[src/rtl/updown_rate_ctrl_if.sv]
// Button-in / rate-out bundle between the debouncer stage and the rate controller.
interface updown_rate_ctrl_if #(
  parameter int unsigned W_LVL = 3
);
  logic             btn_up;
  logic             btn_dn;
  logic [W_LVL-1:0] level;
  logic             led;
  logic             step_up;
  logic             step_dn;
  logic             sat;

  modport master (
    output btn_up, btn_dn,
    input  level, led, step_up, step_dn, sat
  );

  modport slave (
    input  btn_up, btn_dn,
    output level, led, step_up, step_dn, sat
  );
endinterface

[src/rtl/updown_rate_ctrl.sv]
// Saturating up/down blink-rate level with single-step on press, auto-repeat on hold,
// and an LED blinker whose half-period shrinks as the level rises.
module updown_rate_ctrl #(
  parameter int unsigned W_LVL      = 3,
  parameter int unsigned LVL_INIT   = 4,
  parameter int unsigned HOLD_CYC   = 12_500_000,
  parameter int unsigned REPEAT_CYC = 2_500_000,
  parameter int unsigned BASE_CYC   = 1_562_500,
  parameter int unsigned W_CNT      = 26
) (
  input  logic                clk,
  input  logic                rst,
  updown_rate_ctrl_if.slave   bus
);
  localparam int unsigned      LVL_MAX   = (1 << W_LVL) - 1;
  localparam logic [W_CNT-1:0] HOLD_LAST = W_CNT'(HOLD_CYC - 1);
  localparam logic [W_CNT-1:0] RPT_LAST  = W_CNT'(REPEAT_CYC - 1);

  typedef enum logic [2:0] {
    IDLE,
    HOLD_UP,
    HOLD_DN,
    RPT_UP,
    RPT_DN
  } state_t;

  state_t           state;
  logic [W_CNT-1:0] timer;
  logic [W_CNT-1:0] blink_cnt;
  logic [W_CNT-1:0] half;
  logic [W_LVL-1:0] level;
  logic             led;
  logic             step_up;
  logic             step_dn;
  logic             sat;
  logic             up_prev;
  logic             dn_prev;
  logic             press_up;
  logic             press_dn;
  logic             req_up;
  logic             req_dn;
  logic             at_max;
  logic             at_min;
  logic             lvl_inc;
  logic             lvl_dec;

  assign press_up = bus.btn_up & ~up_prev;
  assign press_dn = bus.btn_dn & ~dn_prev;
  assign at_max   = (level == W_LVL'(LVL_MAX));
  assign at_min   = (level == '0);
  assign lvl_inc  = req_up & ~at_max;
  assign lvl_dec  = req_dn & ~at_min;
  assign half     = W_CNT'(BASE_CYC) * (W_CNT'(LVL_MAX + 1) - W_CNT'(level));

  // Step requests; the owning button must still be held for a timed step.
  always_comb begin
    req_up = 1'b0;
    req_dn = 1'b0;
    unique case (state)
      IDLE: begin
        if (press_up && !press_dn)      req_up = 1'b1;
        else if (press_dn && !press_up) req_dn = 1'b1;
      end
      HOLD_UP: req_up = bus.btn_up && (timer == HOLD_LAST);
      HOLD_DN: req_dn = bus.btn_dn && (timer == HOLD_LAST);
      RPT_UP:  req_up = bus.btn_up && (timer == RPT_LAST);
      RPT_DN:  req_dn = bus.btn_dn && (timer == RPT_LAST);
      default: ;
    endcase
  end

  always_ff @(posedge clk) begin
    if (rst) begin
      state     <= IDLE;
      timer     <= '0;
      blink_cnt <= '0;
      level     <= W_LVL'(LVL_INIT);
      led       <= 1'b0;
      step_up   <= 1'b0;
      step_dn   <= 1'b0;
      sat       <= 1'b0;
      up_prev   <= bus.btn_up;
      dn_prev   <= bus.btn_dn;
    end else begin
      up_prev <= bus.btn_up;
      dn_prev <= bus.btn_dn;
      step_up <= lvl_inc;
      step_dn <= lvl_dec;
      sat     <= (req_up & at_max) | (req_dn & at_min);

      if (lvl_inc)      level <= level + W_LVL'(1);
      else if (lvl_dec) level <= level - W_LVL'(1);

      unique case (state)
        IDLE: begin
          timer <= '0;
          if (req_up)      state <= HOLD_UP;
          else if (req_dn) state <= HOLD_DN;
        end
        HOLD_UP, RPT_UP: begin
          if (!bus.btn_up) begin
            state <= IDLE;
            timer <= '0;
          end else if (req_up) begin
            state <= RPT_UP;
            timer <= '0;
          end else begin
            timer <= timer + W_CNT'(1);
          end
        end
        HOLD_DN, RPT_DN: begin
          if (!bus.btn_dn) begin
            state <= IDLE;
            timer <= '0;
          end else if (req_dn) begin
            state <= RPT_DN;
            timer <= '0;
          end else begin
            timer <= timer + W_CNT'(1);
          end
        end
        default: begin
          state <= IDLE;
          timer <= '0;
        end
      endcase

      // A real level change restarts the period; a saturated request does not.
      if (lvl_inc || lvl_dec) begin
        blink_cnt <= '0;
      end else if (blink_cnt == half - W_CNT'(1)) begin
        blink_cnt <= '0;
        led       <= ~led;
      end else begin
        blink_cnt <= blink_cnt + W_CNT'(1);
      end
    end
  end

  assign bus.level   = level;
  assign bus.led     = led;
  assign bus.step_up = step_up;
  assign bus.step_dn = step_dn;
  assign bus.sat     = sat;
endmodule

[src/flat_wrapper.sv]
// flat-port wrapper written by rule: the top's interface ports become plain ports
module updown_rate_ctrl_flat 
#(
  parameter int unsigned W_LVL      = 3,
  parameter int unsigned LVL_INIT   = 4,
  parameter int unsigned HOLD_CYC   = 12_500_000,
  parameter int unsigned REPEAT_CYC = 2_500_000,
  parameter int unsigned BASE_CYC   = 1_562_500,
  parameter int unsigned W_CNT      = 26
)
  (clk, rst, bus_btn_up, bus_btn_dn, bus_level, bus_led, bus_step_up, bus_step_dn, bus_sat);
  updown_rate_ctrl_if #(.W_LVL(W_LVL)) bus_i ();
  input  logic clk;
  input  logic rst;
  input wire logic [$bits(bus_i.btn_up)-1:0] bus_btn_up;
  input wire logic [$bits(bus_i.btn_dn)-1:0] bus_btn_dn;
  output wire logic [$bits(bus_i.level)-1:0] bus_level;
  output wire logic [$bits(bus_i.led)-1:0] bus_led;
  output wire logic [$bits(bus_i.step_up)-1:0] bus_step_up;
  output wire logic [$bits(bus_i.step_dn)-1:0] bus_step_dn;
  output wire logic [$bits(bus_i.sat)-1:0] bus_sat;
  assign bus_i.btn_up = bus_btn_up;
  assign bus_i.btn_dn = bus_btn_dn;
  assign bus_level = bus_i.level;
  assign bus_led = bus_i.led;
  assign bus_step_up = bus_i.step_up;
  assign bus_step_dn = bus_i.step_dn;
  assign bus_sat = bus_i.sat;
  updown_rate_ctrl #(.W_LVL(W_LVL), .LVL_INIT(LVL_INIT), .HOLD_CYC(HOLD_CYC), .REPEAT_CYC(REPEAT_CYC), .BASE_CYC(BASE_CYC), .W_CNT(W_CNT)) u_core (.clk(clk), .rst(rst), .bus(bus_i));
endmodule
[config.mk]
export PLATFORM = sky130hd
export DESIGN_NAME = updown_rate_ctrl_flat
export DESIGN_NICKNAME = d
export VERILOG_FILES = /design/src/rtl/updown_rate_ctrl_if.sv /design/src/rtl/updown_rate_ctrl.sv /design/src/flat_wrapper.sv
export SDC_FILE = /design/constraint.sdc
export NUM_CORES = 1
export LEC_CHECK = 0
export ABC_CLOCK_PERIOD_IN_PS = 6400
export CAP_MARGIN = 5
export CORE_MARGIN = 2
export CORE_UTILIZATION = 56
export DETAILED_ROUTE_END_ITERATION = 10
export PLACE_DENSITY = 0.76
export SLEW_MARGIN = 15
export SYNTH_ARGS = -nofsm -noshare
export SYNTH_HDL_FRONTEND = slang
export SYNTH_SLANG_ARGS = --single-unit
[constraint.sdc]
create_clock -name clk -period 6.4 [get_ports clk]
set_clock_uncertainty 0.15 [all_clocks]
set_input_delay 0.96 -clock clk [delete_from_list [all_inputs] [get_ports clk]]
set_output_delay 0.96 -clock clk [all_outputs]
set_load 0.005 [all_outputs]
==> metrics, run 1 <==
status finished clean; DIE WIDTH 104 um; initial antenna violation count 0; Syn Area/Cell around 8.7 um^2; final setup violation count 0; vias per cell 5.71; Worst path max stage delay 0.56 ns; worst endpoint required time 6.50 ns; Syn Nets 738; #FFs+latches synth 64; Max Root-Sink Buffers 2; Final #Nets 760; drt wl/cell 15.1 um; DRC Markers 0; Detail Placement HPWL 9.31 mm; vias in the first global route 4699; # port buffers 10; CTS sink count 64; Die Ht 104 um; iteration-0 DRC count of the detailed router roughly 180; gr usage total 23.2%; Max-slew headroom 24.8%; synth warn 0; CP max-delay cell or4b_4; Layout area overhead 10.5%; CP Max Fanout 5; Boundary Pins 11; n_diodes 0; Hold WS 0.324 ns; pin count of the biggest net entering global routing 27; drt pass-1 iters 4; share of cells above drive strength 1 12.4%; RD Place Congestion 0.905; startpoint class of the critical path register; Post-synth EDFFs 0; WS Path Type register to register; minimum clock period ~6.2 ns; Worst Tran Pin Value roughly 1.1 ns; Max Clk Rate 0.160 GHz; Final Hold Vio Count 0; CTS Buf Count 9; power per cell area 577 nW/um^2; clock latency on the worst-skew pair about 0.36 ns; Post-Syn Area 5640 um^2; endpoint type of the worst setup path register; Slew Limit Fails 0; async set-or-reset flop fraction in the synthesized netlist 0%; Post-synth top flop dfxtp_1; DRT antenna net count 0; final wirelength 12.2 mm; total power draw ~0.0036 W; CTS tree done; critical-path cell list inv_2, ha_1, ha_4, ha_1, ha_1, ha_1, ha_1, inv_1, fa_1, inv_1, ha_1, ha_1, and3_4, o21a_2, or4b_4, a221oi_2, xor2_1, nand4b_1, or3b_4, a2111oi_4, mux2_1; core area 9770 um^2; Worst Hold Class register to register; via count about 4600; CP arrival 6.33 ns; P_leak 2.56 nW; filler instances between 800 and 900; period utilization 97.4%; Worst path most repeated cell ha_1; Root Driver clkbuf_8; number of max-cap violations 0; synth unique cells 74; grt ovf 0; top cell family by delay on the critical path adder cells; Std-Cell Rows 36; clock-pin slew on the worst setup and hold paths 0.08 ns; sequential cell area fraction in the yosys report between 20% and 30%; Bufs and invs on worst path 3; worst vdd ir 319 uV; first-pass GRT wire length 20.9 mm; Initial Util 57.7%; Post-Syn Instances 645; H-tree depth 3; Die ar. ~11000 um^2
==> cell usage in the layout (no fill, tap or decap), drive strengths merged, types with 8 or more instances in the layout <==
cell type / instances
ha: 76
nor2: 66
dfxtp: 64
inv: 52
xnor2: 46
nor3: 39
nand2: 38
xor2: 32
nand3: 25
buf: 20
o21ai: 15
a21oi: 15
fa: 13
clkbuf: 13
and3: 12
nand4: 11
nor2b: 11
clkdlybuf4s50: 10
a211oi: 8
==> final cells by class <==
type                       instances  area (um^2)  share of cell area [%]
timing repair buffer              31          292                    4.68
multi-input combinational        510         4130                    66.2
inverter                          51          191                    3.07
clock inverter                     3         16.3                   0.261
sequential                        64         1280                    20.6
tap                              133          166                    2.67
clock buffer                      12          155                    2.49
==> final timing paths <==
path                                          from                          end  slack [ns]  cells after the start
hold reg to reg         u_core.timer[0]$_SDFF_PP0_   u_core.timer[0]$_SDFF_PP0_        0.32                      1
setup / recovery  u_core.bus.level[0]$_SDFFE_PP0P_  u_core.bus.led$_SDFFE_PP0P_        0.17                     21
setup reg to reg  u_core.bus.level[0]$_SDFFE_PP0P_  u_core.bus.led$_SDFFE_PP0P_        0.17                     21
hold / removal          u_core.timer[0]$_SDFF_PP0_   u_core.timer[0]$_SDFF_PP0_        0.32                      1
==> cells in the mapped netlist, drive strengths merged (12+ instances only) <==
cell type | n | area [um^2]
inv | 51 | 191
nand3 | 25 | 125
and3 | 12 | 80.1
xor2 | 32 | 288
nor2 | 66 | 248
a21oi | 15 | 82.6
xnor2 | 46 | 403
fa | 13 | 260
nor3 | 39 | 295
o21ai | 15 | 75.1
ha | 76 | 951
nand2 | 38 | 143
dfxtp | 64 | 1280
==> routing by layer <==
| layer | part of all wire (%) | track usage [%] | up-vias |
|---|---|---|---|
| met5 | 0 | 0 | - |
| met4 | 2.2 | 8.11 | 0 |
| met3 | 2.7 | 5.14 | 20 |
| met2 | 53 | 42.9 | 73 |
| met1 | 42 | 26.1 | 2200 |
| li1 | - | - | 2297 |
==> state kept, by name (all words and copies together) (netlist names) <==
register            count
u_core.bus.step_dn      1
u_core.blink_cnt       26
u_core.bus.led          1
u_core.timer           26
u_core.bus.step_up      1
u_core.bus.sat          1
u_core.bus.level        3
u_core.dn_prev          1
u_core.up_prev          1
u_core.state            3
==> report_power, final <==
group | switching (W) | internal (W) | leakage, nW
Clock | 0.000155 | 0.000158 | 0.0926
Sequential | 0.00000987 | 0.000411 | 0.518
Combinational | 0.00161 | 0.00125 | 1.94
Total | 0.00178 | 0.00182 | 2.56
==> cells by family (layout without fill, tap and decap cells) <==
family	after synthesis	count (layout)	share of synthesized area [%]
AND/OR/NAND/NOR	260	260	26.4
multiplexers	5	5	0.910
adder cells (fa/ha/maj)	89	89	21.5
buffers and inverters	71	97	5.32
flip-flops	64	64	22.7
XOR/XNOR	81	81	13.4
AO/OA/AOI/OAI	75	75	9.72
==> what timing repair did <==
item	in CTS	in global routing
resized for setup	0	13
endpoints found under the hold margin	0	0
setup endpoints to repair	0	27
hold buffers	0	0
setup buffers	0	2
==> metrics by stage <==
stage               std cells  cell area (um^2)  setup TNS (ns)  util, %  setup slack (ns)
floorplan                 645              5650               0        -            0.0522
global placement          785              5940               0     60.8             0.205
detailed placement        785              5940               0     60.8            0.0309
CTS                       800              6110               0     62.5            0.0401
global route              804              6230         -0.0794     63.7           -0.0147
finish                    804              6230               0     63.7             0.168
==> worst reg2reg max path: cells and delay by family, from the launching register on <==
family / cells / cell delay (ns)
adders and majority gates: 9 / 2.77
and+or+nand+nor: 4 / 1.36
AOI/OAI and AO/OA: 3 / 0.75
DFF: 1 / 0.35
muxes: 1 / 0.35
xor gates and xnor gates: 1 / 0.27
buffers and inverters: 3 / 0.14
Power figures use the tool's default switching activity.
==> run 2, diff against run 1 <==
--- a/config.mk
+++ b/config.mk
@@ -8,9 +8,9 @@
 export ABC_CLOCK_PERIOD_IN_PS = 6400
 export CAP_MARGIN = 5
 export CORE_MARGIN = 2
-export CORE_UTILIZATION = 56
+export CORE_UTILIZATION = 58
 export DETAILED_ROUTE_END_ITERATION = 10
-export PLACE_DENSITY = 0.76
+export PLACE_DENSITY = 0.78
 export SLEW_MARGIN = 15
 export SYNTH_ARGS = -nofsm -noshare
 export SYNTH_HDL_FRONTEND = slang
==> metrics, run 2 (same netlist as run 1, synthesis figures left out) <==
status finished clean; CTS sink count 64 (unchanged); vias per cell 5.70 (-0.17%); Slew Limit Fails 0 (unchanged); Worst Hold Class register to register; Initial Util 60.5% (+2.8 points); Top Registers u_core.blink_cnt (26), u_core.timer (26); clock latency on the worst-skew pair 0.34 ns (-0.02 ns); period utilization 97.4% (about the same); Std-Cell Rows 35 (-2.8%); final setup violation count 0 (unchanged); DRT antenna net count 0 (unchanged); gr usage total 24.7% (+1.5 points); DIE WIDTH 103 um (-1.7%); hold buffers post-CTS 0 (unchanged); startpoint class of the critical path register; endpoint type of the worst setup path register; commonest non-fill, non-tap cell in the layout ha_1; Hold WS 0.331 ns (+0.00728 ns); iteration-0 DRC count of the detailed router 151 (-14%); most frequent cells in the layout 73 x ha_1, 66 x nor2_1, 63 x dfxtp_1; Max Root-Sink Buffers 2 (unchanged); top cell family by delay on the critical path adder cells; Final Hold Vio Count 0 (unchanged); CTS Buf Count 9 (unchanged); Max Clk Rate 0.160 GHz (about the same); Worst Tran Pin Value 1.05 ns (-0.0739 ns); Detail Placement HPWL 9.39 mm (+0.92%); placed cell areas 5930 um^2 (-0.21%); Root Driver clkbuf_8; hold path depth 1 (unchanged); Worst path max stage delay 0.55 ns (about the same); Die ar. 10500 um^2 (-3.3%); pin count of the biggest net entering global routing 27 (unchanged); vias in the first global route 4454 (-5.2%); Max-slew headroom 29.8% (+5.0 points); first-pass GRT wire length 20.6 mm (-1.4%); core area 9330 um^2 (-4.6%); H-tree depth 3 (unchanged); FF-to-FF path depth 21 (unchanged); Bufs and invs on worst path 3 (unchanged); CP max-delay cell or4b_4; CP arrival 6.31 ns (-0.02 ns); Die Ht 103 um (-1.7%); worst endpoint required time 6.48 ns (-0.02 ns); # port buffers 10 (unchanged); DRC Markers 0 (unchanged); Final Cell Area 6220 um^2 (-0.16%); CTS tree done; via count 4548 (-0.92%); filler instances 759 (-8.6%); WS Path Type register to register; final wirelength 12.1 mm (-0.71%); drt pass-1 iters 4 (unchanged); clock-pin slew on the worst setup and hold paths 0.07 ns (about the same); minimum clock period 6.23 ns (+0.0000580 ns); drt wl/cell 15.2 um (about the same); critical-path cell list inv_1, ha_1, ha_4, ha_1, ha_1, ha_1, ha_1, inv_1, fa_1, inv_1, ha_1, ha_1, and3_4, o21a_2, or4b_4, a221oi_2, xor2_1, nand4b_1, or3b_4, a2111oi_4, mux2_1; grt ovf 0 (unchanged); RD Place Congestion 0.878 (-3.0%); n_diodes 0 (unchanged); number of max-cap violations 0 (unchanged); initial antenna violation count 0 (unchanged); CP Max Fanout 5 (unchanged); Layout area overhead 10.3%; stages on the worst setup path 21 (unchanged); Boundary Pins 11 (unchanged); Worst path most repeated cell ha_1; share of cells above drive strength 1 11.8% (-0.56 points); Final #Nets 757 (-0.39%)
run 2: changes by cell type in the layout (fill, tap and decap cells not counted), moves of 2 or more:
| cell | delta |
|---|---|
| bufinv_16 | +2 |
| ha_2 | +2 |
| inv_1 | +2 |
| inv_2 | -2 |
run 2: worst paths after layout:
path / startpoint / slack, ns / endpoint
hold reg to reg: u_core.timer[0]$_SDFF_PP0_ / 0.33 / u_core.timer[0]$_SDFF_PP0_
setup / recovery: u_core.bus.level[0]$_SDFFE_PP0P_ / 0.17 / u_core.bus.led$_SDFFE_PP0P_
setup reg to reg: u_core.bus.level[0]$_SDFFE_PP0P_ / 0.17 / u_core.bus.led$_SDFFE_PP0P_
hold / removal: u_core.timer[0]$_SDFF_PP0_ / 0.33 / u_core.timer[0]$_SDFF_PP0_
run 2: routing by layer:
layer,global-route usage [%],share of wire [%],vias to the layer above
met3,5.36,3.7,27
met4,11.7,3.3,0
met5,0,0,-
met1,30.3,44,2138
li1,-,-,2288
met2,41.2,49,95
run 2: worst register-to-register path, stage by stage, from the launching register on:
cell,delay (ns)
dfxtp_4,0.34
inv_1,0.13
ha_1,0.24
ha_4,0.24
ha_1,0.35
ha_1,0.21
ha_1,0.27
ha_1,0.27
inv_1,0.05
fa_1,0.53
inv_1,0.05
ha_1,0.30
ha_1,0.35
and3_4,0.17
o21a_2,0.13
or4b_4,0.55
a221oi_2,0.26
xor2_1,0.27
nand4b_1,0.16
or3b_4,0.44
a2111oi_4,0.31
mux2_1,0.35
run 2: cell type report:
type	count	area (um^2)	area share, %
clock inverter	3	65.1	1.05
tap	129	161	2.59
clock buffer	13	159	2.55
timing repair buffer	28	248	3.98
sequential	64	1280	20.7
multi-input combinational	510	4110	66.1
inverter	51	191	3.08
run 2: timing repair:
item / CTS / global route
endpoints found under the setup margin: 1 / 27
resized for setup: 1 / 9
buffers inserted: 0 / 2
run 2: metrics by stage:
step / util [%] / setup WS (ns) / instances / TNS, ns
finish: 66.7 / 0.168 / 798 / 0
global route: 66.7 / -0.0316 / 798 / -0.0449
CTS: 66.0 / 0.00840 / 796 / 0
detailed placement: 63.6 / 0.00993 / 780 / 0
global placement: 63.6 / 0.196 / 780 / 0
floorplan: - / 0.0522 / 645 / 0
Power of run 2 is not shown: default switching activity piles up to over one toggle a cycle in this logic, so the estimate is an artifact.
==> run 3, diff against run 2 <==
--- a/config.mk
+++ b/config.mk
@@ -5,12 +5,12 @@
 export SDC_FILE = /design/constraint.sdc
 export NUM_CORES = 1
 export LEC_CHECK = 0
-export ABC_CLOCK_PERIOD_IN_PS = 6400
 export CAP_MARGIN = 5
 export CORE_MARGIN = 2
 export CORE_UTILIZATION = 58
 export DETAILED_ROUTE_END_ITERATION = 10
 export PLACE_DENSITY = 0.78
+export SKIP_LAST_GASP = 1
 export SLEW_MARGIN = 15
 export SYNTH_ARGS = -nofsm -noshare
 export SYNTH_HDL_FRONTEND = slang
==> results of run 3 <==
Same layout as run 2: the final DEF is identical, and so are final timing and power.
Power of run 3 is left out for the same reason.
